===== src/rtl/instruction_register_if.sv =====
// instruction_register_if: TAP-controller-to-IR strobes, serial data and decoder-facing outputs.
interface instruction_register_if #(parameter int IR_WIDTH = 4);
   logic                tlr;
   logic                capture_ir;
   logic                shift_ir;
   logic                update_ir;
   logic                tdi;
   logic                tdo;
   logic                tdo_en;
   logic [IR_WIDTH-1:0] parallel_out;
   logic                ir_updated;
   modport master (
      output tlr, capture_ir, shift_ir, update_ir, tdi,
      input  tdo, tdo_en, parallel_out, ir_updated
   );
   modport slave (
      input  tlr, capture_ir, shift_ir, update_ir, tdi,
      output tdo, tdo_en, parallel_out, ir_updated
   );
endinterface


===== src/rtl/instruction_register.sv =====
// instruction_register: JTAG IR shift stage plus update/hold stage feeding the instruction decoder.
// Optional IR_OPCODE_FILTER_EN replaces unknown opcodes with BYPASS at Update-IR.
module instruction_register #(
   parameter int                  IR_WIDTH      = 4,
   parameter logic [IR_WIDTH-1:0] CAPTURE_VALUE = IR_WIDTH'(4'b0001),
   parameter logic [IR_WIDTH-1:0] RESET_OPCODE  = IR_WIDTH'(4'b1110)
) (
   input logic                    TCK,
   input logic                    TRST,
   instruction_register_if.slave  ir
);
   logic [IR_WIDTH-1:0] shift_reg;
   logic [IR_WIDTH-1:0] parallel_out;
   logic [IR_WIDTH-1:0] commit;
   logic                tdo_en;
   logic                ir_updated;
`ifdef IR_OPCODE_FILTER_EN
   localparam logic [IR_WIDTH-1:0] EXTEST  = IR_WIDTH'(4'b0000);
   localparam logic [IR_WIDTH-1:0] SAMPLE  = IR_WIDTH'(4'b0001);
   localparam logic [IR_WIDTH-1:0] PRELOAD = IR_WIDTH'(4'b0010);
   localparam logic [IR_WIDTH-1:0] AHB     = IR_WIDTH'(4'b1010);
   localparam logic [IR_WIDTH-1:0] IDCODE  = IR_WIDTH'(4'b1110);
   localparam logic [IR_WIDTH-1:0] BYPASS  = '1;
   assign commit = (shift_reg inside {BYPASS, SAMPLE, PRELOAD, EXTEST, IDCODE, AHB}) ? shift_reg : BYPASS;
`else
   assign commit = shift_reg;
`endif
   always_ff @(posedge TCK or posedge TRST)
      if (TRST) begin
         shift_reg    <= CAPTURE_VALUE;
         parallel_out <= RESET_OPCODE;
         tdo_en       <= 1'b0;
         ir_updated   <= 1'b0;
      end else begin
         shift_reg    <= (ir.tlr || ir.capture_ir) ? CAPTURE_VALUE :
                         ir.shift_ir ? {ir.tdi, shift_reg[IR_WIDTH-1:1]} : shift_reg;
         // update samples the pre-edge shift_reg, so it coexists with capture/shift
         parallel_out <= ir.tlr ? RESET_OPCODE : ir.update_ir ? commit : parallel_out;
         ir_updated   <= !ir.tlr && ir.update_ir;
         tdo_en       <= ir.shift_ir;
      end
   assign ir.tdo          = shift_reg[0];
   assign ir.tdo_en       = tdo_en;
   assign ir.parallel_out = parallel_out;
   assign ir.ir_updated   = ir_updated;
endmodule

===== src/flat_wrapper.sv =====
// flat-port wrapper written by rule: the top's interface ports become plain ports
module instruction_register_flat 
#(
   parameter int                  IR_WIDTH      = 4,
   parameter logic [IR_WIDTH-1:0] CAPTURE_VALUE = IR_WIDTH'(4'b0001),
   parameter logic [IR_WIDTH-1:0] RESET_OPCODE  = IR_WIDTH'(4'b1110)
)
  (TCK, TRST, ir_tlr, ir_capture_ir, ir_shift_ir, ir_update_ir, ir_tdi, ir_tdo, ir_tdo_en, ir_parallel_out, ir_ir_updated);
  instruction_register_if #(.IR_WIDTH(IR_WIDTH)) ir_i ();
  input logic TCK;
  input logic TRST;
  input wire logic [$bits(ir_i.tlr)-1:0] ir_tlr;
  input wire logic [$bits(ir_i.capture_ir)-1:0] ir_capture_ir;
  input wire logic [$bits(ir_i.shift_ir)-1:0] ir_shift_ir;
  input wire logic [$bits(ir_i.update_ir)-1:0] ir_update_ir;
  input wire logic [$bits(ir_i.tdi)-1:0] ir_tdi;
  output wire logic [$bits(ir_i.tdo)-1:0] ir_tdo;
  output wire logic [$bits(ir_i.tdo_en)-1:0] ir_tdo_en;
  output wire logic [$bits(ir_i.parallel_out)-1:0] ir_parallel_out;
  output wire logic [$bits(ir_i.ir_updated)-1:0] ir_ir_updated;
  assign ir_i.tlr = ir_tlr;
  assign ir_i.capture_ir = ir_capture_ir;
  assign ir_i.shift_ir = ir_shift_ir;
  assign ir_i.update_ir = ir_update_ir;
  assign ir_i.tdi = ir_tdi;
  assign ir_tdo = ir_i.tdo;
  assign ir_tdo_en = ir_i.tdo_en;
  assign ir_parallel_out = ir_i.parallel_out;
  assign ir_ir_updated = ir_i.ir_updated;
  instruction_register #(.IR_WIDTH(IR_WIDTH), .CAPTURE_VALUE(CAPTURE_VALUE), .RESET_OPCODE(RESET_OPCODE)) u_core (.TCK(TCK), .TRST(TRST), .ir(ir_i));
endmodule

===== config.mk =====
export PLATFORM = sky130hd
export DESIGN_NAME = instruction_register_flat
export DESIGN_NICKNAME = d
export VERILOG_FILES = /design/src/rtl/instruction_register_if.sv /design/src/rtl/instruction_register.sv /design/src/flat_wrapper.sv
export SDC_FILE = /design/constraint.sdc
export NUM_CORES = 1
export LEC_CHECK = 0
export BUFFER_PORTS_ARGS = -buffer_cell sky130_fd_sc_hd__buf_2
export CORE_AREA = 2 2 39 41
export CTS_CLUSTER_DIAMETER = 120
export DETAILED_ROUTE_END_ITERATION = 10
export DIE_AREA = 0 0 41 43
export PLACE_DENSITY = 0.59
export SLEW_MARGIN = 20
export SYNTH_ARGS = -nofsm -noshare
export SYNTH_HDL_FRONTEND = slang
export SYNTH_SLANG_ARGS = --single-unit

===== constraint.sdc =====
create_clock -name TCK -period 0.8 [get_ports TCK]
set_input_delay 0 -clock TCK [delete_from_list [all_inputs] [get_ports TCK]]
set_output_delay 0 -clock TCK [all_outputs]
set_load 0.05 [all_outputs]

== After elaboration in Yosys (flattened, before gate mapping) ==
Cells that the tools add are included.
W data, S select, Z words.
Operators by class
  multiply operators: 0
  reduce and logical (&&, ||, !) cells: 5
  mux-type cells: 4
  div/mod/pow operators: 0
  magnitude comparators: 0
  $add $sub $neg: 0
  bitwise logic cells: 0
  shift-type cells: 0
  equal/unequal tests: 0
Operators by type and width (count)
  $mux W4: 4
  $reduce_bool A2 Y1: 2
  $logic_and A1 B1 Y1: 1
  $logic_not A1 Y1: 1
  $logic_or A1 B1 Y1: 1
Storage, ports and cells
  latch bits: 0
  memory bits (writable): 0
  memories kept: 0
  output and inout port bits: 7
  flip-flop bits (word level): 10
  ROM bits: 0

== Longest topological paths before layout ==
Gate-level depths: netlist of run 1.
  depth in word-level cells: 2
  depth in mapped cells: 3

== Worst setup path before layout of run 1 ==
OpenSTA, ideal clock, no wires.
  kind: register -> register
  start: reg, netlist name u_core.ir.parallel_out[1]
  end: reg u_core.parallel_out[1], in the netlist u_core.ir.parallel_out[1]
  data required time: 0.740 ns
  library setup time: 0.060 ns
  data arrival time: 0.922 ns
  buffers on the path: 0
  path slack: -0.182 ns
  cell stages (with the launch flop): 3
  cells stage by stage: dfstp_2 -> nor2b_1 -> a211o_1
RTL lines
  end signal, assigned: RTL line instruction_register.sv:38  | parallel_out <= ir.tlr ? RESET_OPCODE : ir.update_ir ? commit : parallel_out;
  end, declared: RTL line instruction_register.sv:13  | logic [IR_WIDTH-1:0] parallel_out;

== Worst setup path in the final report of run 1 ==
  start: reg u_core.shift_reg[0], in the netlist u_core.commit[0]
  end: out ir_tdo
RTL lines
  start, declared: RTL line instruction_register.sv:12  | logic [IR_WIDTH-1:0] shift_reg;
  start signal, assigned: RTL line instruction_register.sv:35  | shift_reg <= (ir.tlr || ir.capture_ir) ? CAPTURE_VALUE :
  end, declared: RTL line flat_wrapper.sv:17  | output wire logic [$bits(ir_i.tdo)-1:0] ir_tdo;
No word-level cell between the ends.

==> impl_metrics.toml, run 1 <==
[timing]
slew_headroom_pct = 75.29
timing.final.hold_violations = 0
drv_slew = 0
rsz0062_at_grt = "yes"
report.final.setup_viol = 10
layout_setup_ws_ns = -0.1545
max_freq_mhz = 1048
tightest_slew_ns = 0.3702
period_minus_slack_ns = 0.9545
min_period_over_period_pct = 119.3
clock_skew_ns = 0.003519

[global_routing]
antenna_violations_before_repair = 0
grt_max_degree = 11
vias_in_the_first_global_route = 296
grt_first_pass_wirelength_mm = 1.152
globalRouteOverflowTotal = 0
gr-usage-all-layers_pct = 10.07

[critical_path]
cp_data_required_time_ns = 0.80
cp_data_arrival_time_ns = 0.95
endpoint_kind = "output port"
worstPathCellList = "buf_8"
timing.critical_path.max_delay_family = "flip-flops"
critical_path_class = "reg -> out"
critPathMaxFanout = 2
critical_path.slowest_cell = "sky130_fd_sc_hd__dfstp_2"
cp_num_buf_inv = 1
worst_setup_path_start_kind = "register"
crit_path_max_incr_delay_ns = 0.55

[flow_run]
max_cap_violations = 0

[hold_path]
holdCritPathClass = "in -> reg"

[clocking]
cts-root-to-sink-buffers = 2
htree_num_levels = 1
tritoncts = "built"
cts_made_buffers = 3
cts.sinks = 10
clkTransAtPathRegs_ns = 0.06
worstSkewPairLatency_ns = 0.26
ctsRootBufferMaster = "sky130_fd_sc_hd__clkbuf_4"

[routing]
final_antenna_net_count = 0
vias = 293
post-route-drc-count = 0
finalWirelength_um = 698
post_drt_via_cell_ratio = 4.508
first_pass_iters = 4
avgRoutedWirePerCell_um = 10.74
detailedRoute.firstIterationViolations = 4

[floorplan]
start_util_pct = 29.39
design.core.area_um2 = 1384
rows = 14
die_h_um = 43
die_w_um = 41
io_pins = 14
floorplan.die_area_um2 = 1763

[synthesis]
ys.warnings.count = 0
seq_area_frac_synth_pct = 62.77
syn_avg_cell_area_um2 = 12.71
yosys_register_bits = 10
mappedNetlistArea_um2 = 406.6
syn_nets = 39
syn_inst = 32
post_synth_cell_types = 11

[power]
ir_worst_vdd_mv = 0.9455
leakagePower_nw = 0.3070
power_density_nw_per_um2 = 1847
total_power_w = 0.001132

[place]
numPlacedInstances = 58
dpl_cell_area_um2 = 471.7
numPortBuffers = 13
routabilityCongestion = 0.6318

[run_status]
run_status = "finished with violations"
failed_checks = "negative setup slack"

[layout]
finish.cell_count_without_fillers = 65
num-fill-cells = 140
diodes = 0
layout-area-overhead-vs-synth_pct = 50.77
share_of_final_layout_standard_cells_stronger_than_drive_strength_1_pct = 48.98
layout.cell_area.non_filler_um2 = 613.1
finalCoreUtilization_pct = 44.30
design.final.nets = 58
## layout by cell type (no fill, tap or decap), drive strengths merged
| cell | count |
|---|---|
| a211o | 3 |
| buf | 14 |
| clkbuf | 3 |
| dfrtp | 6 |
| dfstp | 4 |
| dlygate4sd3 | 3 |
| inv | 1 |
| mux2i | 5 |
| nand2 | 1 |
| nor2 | 2 |
| nor2b | 4 |
| nor3 | 3 |
## worst paths after layout
kind                                   from                   endpoint  slack, ns  cells after the start
max                        u_core.commit[0]                     ir_tdo      -0.15                      1
min                                  ir_tlr       u_core.ir.ir_updated       0.02                      2
max reg2reg                u_core.commit[0]  u_core.ir.parallel_out[0]      -0.07                      3
min reg2reg                u_core.commit[2]  u_core.ir.parallel_out[2]       0.52                      1
max in group asynchronous              TRST  u_core.ir.parallel_out[2]       0.24                      3
min in group asynchronous              TRST       u_core.ir.ir_updated       0.25                      3
## power by group
part	internal [W]	total [W]	switching, W
sequential	0.000540	0.000559	0.0000183
clock	0.000173	0.000326	0.000153
combinational	0.000111	0.000248	0.000137
total	0.000824	0.00113	0.000308
## state kept, by name, summed over array words and instances (netlist names)
register	flops
u_core.ir.tdo_en	1
u_core.ir.ir_updated	1
u_core.commit	4
u_core.ir.parallel_out	4
## routing by layer
layer  global-route usage, %  routed length (um)  vias to the layer above
li1                        -                   -                      142
met1                   13.09                 288                      142
met2                   12.50                 357                        9
met3                   5.759                  53                        0
met4                   6.000                   0                        0
met5                       0                   0                        -
## synthesized netlist by cell type
master	count	area share (%)
sky130_fd_sc_hd__dfrtp_1	6	37
sky130_fd_sc_hd__mux2i_1	5	12
sky130_fd_sc_hd__dfstp_2	4	26
sky130_fd_sc_hd__nor2b_1	4	6.2
sky130_fd_sc_hd__a211o_1	3	6.5
sky130_fd_sc_hd__nor3_1	3	3.7
sky130_fd_sc_hd__buf_4	2	3.7
sky130_fd_sc_hd__nor2_1	2	1.8
sky130_fd_sc_hd__clkbuf_2	1	1.2
sky130_fd_sc_hd__inv_1	1	0.92
sky130_fd_sc_hd__nand2_1	1	0.92
## what timing repair did
action / CTS / global route
resized for setup: 18 / 4
hold endpoints to repair: 11 / 0
hold buffers: 3 / 0
setup endpoints to repair: 8 / 12
setup buffers: 1 / 0
## cells by family (layout without fill, tap and decap cells)
kind of cell           after synthesis  after routing  synth area share, %
and+or+nand+nor                     10             10                12.61
DFF                                 10             10                62.77
AOI/OAI and AO/OA                    3              3                6.463
muxes                                5              5                12.31
buffers and inverters                4             21                5.843
## stage by stage
step / hold WS, ns / worst slack (ns) / setup TNS, ns
after floorplan: -0.1627 / -0.1772 / -0.7823
after global placement: -0.009872 / 0.01900 / 0
after detailed placement: -0.009634 / 0.005081 / 0
after CTS: 0.01585 / -0.1577 / -0.8228
after global routing: 0.03273 / -0.1890 / -1.092
final: 0.02036 / -0.1545 / -0.7575
## layout make-up
class | instances | area [um^2] | share of cell area, %
sequential | 10 | 255.2 | 41.63
timing repair buffer | 17 | 161.4 | 26.33
multi-input combinational | 18 | 150.1 | 24.49
clock buffer | 3 | 22.52 | 3.673
tap | 16 | 20.02 | 3.265
inverter | 1 | 3.754 | 0.6122
Power figures use the tool's default switching activity.
==> inputs of run 2 (changes only) <==
--- a/config.mk
+++ b/config.mk
@@ -5,12 +5,13 @@
 export SDC_FILE = /design/constraint.sdc
 export NUM_CORES = 1
 export LEC_CHECK = 0
+export ABC_AREA = 1
 export BUFFER_PORTS_ARGS = -buffer_cell sky130_fd_sc_hd__buf_2
 export CORE_AREA = 2 2 39 41
-export CTS_CLUSTER_DIAMETER = 120
+export CTS_CLUSTER_DIAMETER = 40
 export DETAILED_ROUTE_END_ITERATION = 10
 export DIE_AREA = 0 0 41 43
-export PLACE_DENSITY = 0.59
+export PLACE_DENSITY = 0.58
 export SLEW_MARGIN = 20
 export SYNTH_ARGS = -nofsm -noshare
 export SYNTH_HDL_FRONTEND = slang
==> impl_metrics.toml, run 2 <==
[critical_path]
cp_data_arrival_time_ns = 0.95
cp_num_buf_inv = 1
endpoint_kind = "output port"
worstPathCellList = "buf_8"
worst_setup_path_startpoint = "u_core.commit[0]"
critical_path.slowest_cell = "sky130_fd_sc_hd__dfstp_2"
ff2ff_setup_slack_ns = -0.11
worstReg2RegEnd = "u_core.commit[0]"
worst_r2r_path_depth = 4
timing.rr.start = "u_core.commit[0]"
cp_num_cells = 1
critical_path_endpoint = "ir_tdo"
critPathMaxFanout = 2
timing.critical_path.max_delay_family = "flip-flops"
critical_path_class = "reg -> out"
cp_data_required_time_ns = 0.80
worst_setup_path_start_kind = "register"
crit_path_max_incr_delay_ns = 0.55

[synthesis]
yosys_register_bits = 10
synth_top_cell_area_share_pct = 37.74
syn_avg_cell_area_um2 = 8.650
synth_largest_area_cell = "sky130_fd_sc_hd__dfrtp_1"
seq_area_frac_synth_pct = 64.15
syn_inst = 46
post_synth_cell_types = 8
synthMostInstantiatedCell = "sky130_fd_sc_hd__nand2_1"
syn_nets = 53
number_of_synthesized_flops_with_an_enable_pin = 0
synthTopCellsByArea = "sky130_fd_sc_hd__dfrtp_1 (38%), sky130_fd_sc_hd__dfstp_2 (26%), sky130_fd_sc_hd__nand2_1 (16%), sky130_fd_sc_hd__nor2_1 (7.5%), sky130_fd_sc_hd__inv_1 (5.7%)"
synth_top_cells_by_count = "sky130_fd_sc_hd__nand2_1 (17), sky130_fd_sc_hd__nor2_1 (8), sky130_fd_sc_hd__dfrtp_1 (6), sky130_fd_sc_hd__inv_1 (6), sky130_fd_sc_hd__dfstp_2 (4)"
synth_flop_cell = "sky130_fd_sc_hd__dfrtp_1"
ys.warnings.count = 0
mappedNetlistArea_um2 = 397.9
asyncSetResetFlopFracSynth_pct = 100.0

[layout]
share_of_final_layout_standard_cells_stronger_than_drive_strength_1_pct = 32.39
multi_input_comb_area_um2 = 125.1
diodes = 0
num-fill-cells = 132
layout.cells.most_common_list = "sky130_fd_sc_hd__nand2_1 (17), sky130_fd_sc_hd__nor2_1 (8)"
layout-area-overhead-vs-synth_pct = 63.84
area.sequential_um2 = 255.2
finish.cell_count_without_fillers = 87
finalCoreUtilization_pct = 47.11
mostFrequentLayoutCell = "sky130_fd_sc_hd__nand2_1"
design.final.nets = 79

[clocking]
clkTransAtPathRegs_ns = 0.07
ctsRootBufferMaster = "sky130_fd_sc_hd__clkbuf_4"
tritoncts = "built"
htree_num_levels = 1
cts.sinks = 10
cts_made_buffers = 3
worstSkewPairLatency_ns = 0.26
cts-root-to-sink-buffers = 2

[power]
leakagePower_nw = 0.3301
power_density_nw_per_um2 = 1819
ir_worst_vdd_mv = 0.8994

[timing]
rsz0062_at_grt = "yes"
tightest_slew_ns = 0.3751
min_period_over_period_pct = 119.2
period_minus_slack_ns = 0.9536
layout_setup_ws_ns = -0.1536
report.final.setup_viol = 7
slew_headroom_pct = 74.97
clock_skew_ns = 0.009141
timing.final.hold_violations = 0
max_freq_mhz = 1049
drv_slew = 0

[place]
numPortBuffers = 13
detailed_place_hpwl_um = 549.4
routabilityCongestion = 0.6852
numPlacedInstances = 75

[floorplan]
floorplan.die_area_um2 = 1763
die_w_um = 41
io_pins = 14
die_h_um = 43
design.core.area_um2 = 1384
start_util_pct = 28.75
rows = 14

[global_routing]
antenna_violations_before_repair = 0
globalRouteOverflowTotal = 0
grt_first_pass_wirelength_mm = 1.400
gr-usage-all-layers_pct = 12.30
vias_in_the_first_global_route = 390
grt_max_degree = 11

[routing]
vias = 372
post_drt_via_cell_ratio = 4.276
highest_routed_layer = "met3"
detailedRoute.firstIterationViolations = 2
drt-met1-wl_um = 367
finalWirelength_um = 879
route.met3.wl_um = 56
first_pass_iters = 2
post-route-drc-count = 0
wl_met2_um = 455
avgRoutedWirePerCell_um = 10.10
final_antenna_net_count = 0

[flow_run]
max_cap_violations = 0

[run_status]
failed_checks = "negative setup slack"
run_status = "finished with violations"

[hold_path]
holdCritPathClass = "in -> reg"
holdCritStartpoint = "ir_update_ir"
[run 2: cell count changes in the layout (fill, tap and decap cells not counted), sizes merged, moves of 4 or more]
cell | previous run | this run
inv | 1 | 6
mux2i | 5 | 0
nand2 | 1 | 17
nor2 | 2 | 9
nor2b | 4 | 0
[run 2: worst reg2reg max path, delay by kind of cell (launching register included)]
| family | cells | cell delay [ns] |
|---|---|---|
| flip-flops | 1 | 0.55 |
| buffers and inverters | 2 | 0.19 |
| AND/OR/NAND/NOR | 2 | 0.12 |
[run 2: through the flow]
step / TNS, ns / area [um^2] / total power (W) / setup slack (ns) / hold WS [ns]
final: -0.7876 / 651.9 / 0.001186 / -0.1536 / 0.03698
after global routing: -1.071 / 651.9 / 0.001253 / -0.1884 / 0.04414
after CTS: -0.7313 / 635.6 / 0.001200 / -0.1698 / 0.01092
after detailed placement: 0 / 483.0 / 0.0007573 / 0.02821 / -0.01134
after global placement: 0 / 483.0 / 0.0007537 / 0.03400 / -0.01382
after floorplan: -0.3316 / 397.9 / 0.0007025 / -0.08156 / -0.1627
[run 2: cells by family (layout without fill, tap and decap cells)]
logic type / Yosys count / after routing / share of synthesized area [%]
AND/OR/NAND/NOR: 27 / 27 / 26.41
AO/OA/AOI/OAI: 3 / 3 / 3.772
buffers and inverters: 6 / 31 / 5.660
flip-flops: 10 / 10 / 64.15
[run 2: final cells by class]
| type | instances | share of cell area, % |
|---|---|---|
| flip-flops and latches | 10 | 39.16 |
| repair buffers | 21 | 31.09 |
| multi-input cells | 30 | 19.19 |
| clock buffers | 4 | 4.031 |
| inverters | 6 | 3.455 |
| well taps | 16 | 3.071 |
[run 2: where the power goes]
part / switching, W / internal, W / leakage [nW] / total [W]
Sequential: 0.0000216 / 0.000545 / 0.120 / 0.000567
Clock: 0.000162 / 0.000192 / 0.0150 / 0.000354
Combinational: 0.000153 / 0.000112 / 0.195 / 0.000265
[run 2: worst min-delay path by stage]
stage / end / slack, ns / cells past startpoint
3_5_place_dp: u_core.ir.parallel_out[0] / -0.01 / 2
6_report: u_core.ir.parallel_out[2] / 0.04 / 3
5_1_grt: u_core.ir.parallel_out[2] / 0.04 / 3
4_1_cts: u_core.ir.parallel_out[3] / 0.01 / 3
3_3_place_gp: u_core.ir.parallel_out[0] / -0.01 / 2
2_1_floorplan: u_core.commit[1] / -0.16 / 1
[run 2: metal layers]
| metal | up-vias | track usage (%) |
|---|---|---|
| met2 | 11 | 20.00 |
| met4 | 0 | 10.00 |
| li1 | 191 | - |
| met1 | 170 | 12.04 |
| met5 | - | 0 |
| met3 | 0 | 3.141 |
[run 2: timing repair]
action,4_1_cts,5_1_grt
hold buffers,6,0
resized for setup,18,2
endpoints found under the setup margin,7,12
setup buffers,1,1
endpoints found under the hold margin,13,0
==> inputs of run 3 (changes only) <==
--- a/config.mk
+++ b/config.mk
@@ -11,6 +11,7 @@
 export CTS_CLUSTER_DIAMETER = 40
 export DETAILED_ROUTE_END_ITERATION = 10
 export DIE_AREA = 0 0 41 43
+export GPL_TIMING_DRIVEN = 0
 export PLACE_DENSITY = 0.58
 export SLEW_MARGIN = 20
 export SYNTH_ARGS = -nofsm -noshare
==> impl_metrics.toml, run 3 (synthesis gave the netlist of run 2 again) <==
[clocking]
worstSkewPairLatency_ns = 0.26
cts.sinks = 10
tritoncts = "built"
cts_made_buffers = 3
ctsRootBufferMaster = "sky130_fd_sc_hd__clkbuf_4"
clkTransAtPathRegs_ns = 0.06
cts-root-to-sink-buffers = 2
htree_num_levels = 1

[layout]
diodes = 0
num-fill-cells = 133
multi_input_comb_area_um2 = 125.1
design.final.nets = 79
layout.cells.most_common_list = "sky130_fd_sc_hd__nand2_1 (17), sky130_fd_sc_hd__nor2_1 (8)"
mostFrequentLayoutCell = "sky130_fd_sc_hd__nand2_1"
layout-area-overhead-vs-synth_pct = 62.89
share_of_final_layout_standard_cells_stronger_than_drive_strength_1_pct = 32.86
area.sequential_um2 = 255.2

[critical_path]
crit_path_max_incr_delay_ns = 0.55
worst_setup_path_start_kind = "register"
cp_num_buf_inv = 1
cp_data_required_time_ns = 0.80
worst_setup_path_startpoint = "u_core.commit[0]"
critPathMaxFanout = 2
timing.critical_path.max_delay_family = "flip-flops"
critical_path_class = "reg -> out"
worstPathCellList = "buf_8"
critical_path.slowest_cell = "sky130_fd_sc_hd__dfstp_2"
timing.rr.start = "u_core.commit[0]"
endpoint_kind = "output port"
ff2ff_setup_slack_ns = -0.10
cp_data_arrival_time_ns = 0.95

[routing]
post-route-drc-count = 0
finalWirelength_um = 842
avgRoutedWirePerCell_um = 9.791
post_drt_via_cell_ratio = 4.209
vias = 362
first_pass_iters = 4
detailedRoute.firstIterationViolations = 6
final_antenna_net_count = 0

[timing]
report.final.setup_viol = 6
layout_setup_ws_ns = -0.1492
period_minus_slack_ns = 0.9492
timing.final.hold_violations = 0
drv_slew = 0
slew_headroom_pct = 75.03
tightest_slew_ns = 0.3741
rsz0062_at_grt = "yes"
min_period_over_period_pct = 118.6
clock_skew_ns = 0.002661
finalHoldWorstSlack_ns = 0.03449
max_freq_mhz = 1054

[place]
numPortBuffers = 13
place_ws_ns = 0.02454
routabilityCongestion = 0.6991
detailed_place_hpwl_um = 547.5

[global_routing]
grt_first_pass_wirelength_mm = 1.352
gr-usage-all-layers_pct = 11.76
antenna_violations_before_repair = 0
globalRouteOverflowTotal = 0
vias_in_the_first_global_route = 346
grt_max_degree = 11

[floorplan]
design.core.area_um2 = 1384
die_h_um = 43
start_util_pct = 28.75
io_pins = 14
die_w_um = 41
rows = 14
floorplan.die_area_um2 = 1763

[power]
leakagePower_nw = 0.3290
total_power_w = 0.001160
ir_worst_vdd_mv = 0.7701
power_density_nw_per_um2 = 1789

[flow_run]
max_cap_violations = 0

[run_status]
failed_checks = "negative setup slack"
run_status = "finished with violations"

[hold_path]
holdCritStartpoint = "ir_update_ir"
holdCritPathClass = "in -> reg"
## run 3: cell count changes in the layout (fill, tap and decap cells not counted)
cell                       previous run  this run
sky130_fd_sc_hd__clkbuf_1             1         0
## run 3: where the power goes
group	internal (W)	switching, W
combinational	0.000112	0.000152
clock	0.000173	0.000156
sequential	0.000545	0.0000210
## run 3: worst paths after layout
check	end	cells after the start
max in group asynchronous	u_core.ir.parallel_out[3]	3
min in group asynchronous	u_core.ir.ir_updated	3
hold / removal	u_core.ir.parallel_out[1]	3
hold reg to reg	u_core.ir.parallel_out[1]	2
setup / recovery	ir_tdo	1
setup reg to reg	u_core.commit[0]	4
## run 3: layer usage
layer | global-route usage, % | up-vias | wire length (um)
met5 | 0 | - | 0
met4 | 8.000 | 0 | 0
met3 | 4.712 | 0 | 64
met2 | 18.13 | 11 | 416
met1 | 12.29 | 164 | 361
li1 | - | 187 | -
## run 3: final cells by class
class	instances	area share [%]
repair buffers	21	31.27
well taps	16	3.089
flip-flops and latches	10	39.38
inverters	6	3.475
multi-input cells	30	19.31
clock buffers	3	3.475
## run 3: metrics by stage
stage	std cells	cell area, um^2	TNS [ns]	utilization, %
3_3_place_gp	75	483.0	0	34.90
6_report	86	648.1	-0.7582	46.84
4_1_cts	85	628.1	-0.6818	45.39
5_1_grt	86	648.1	-1.032	46.84
2_1_floorplan	46	397.9	-0.3316	-
3_5_place_dp	75	483.0	0	34.90
## run 3: timing repair
| action | 4_1_cts | 5_1_grt |
|---|---|---|
| buffers inserted | 1 | 1 |
| gates resized for setup | 17 | 3 |
| endpoints found under the hold margin | 11 | 0 |
| hold buffers | 6 | 0 |
| setup endpoints to repair | 7 | 12 |
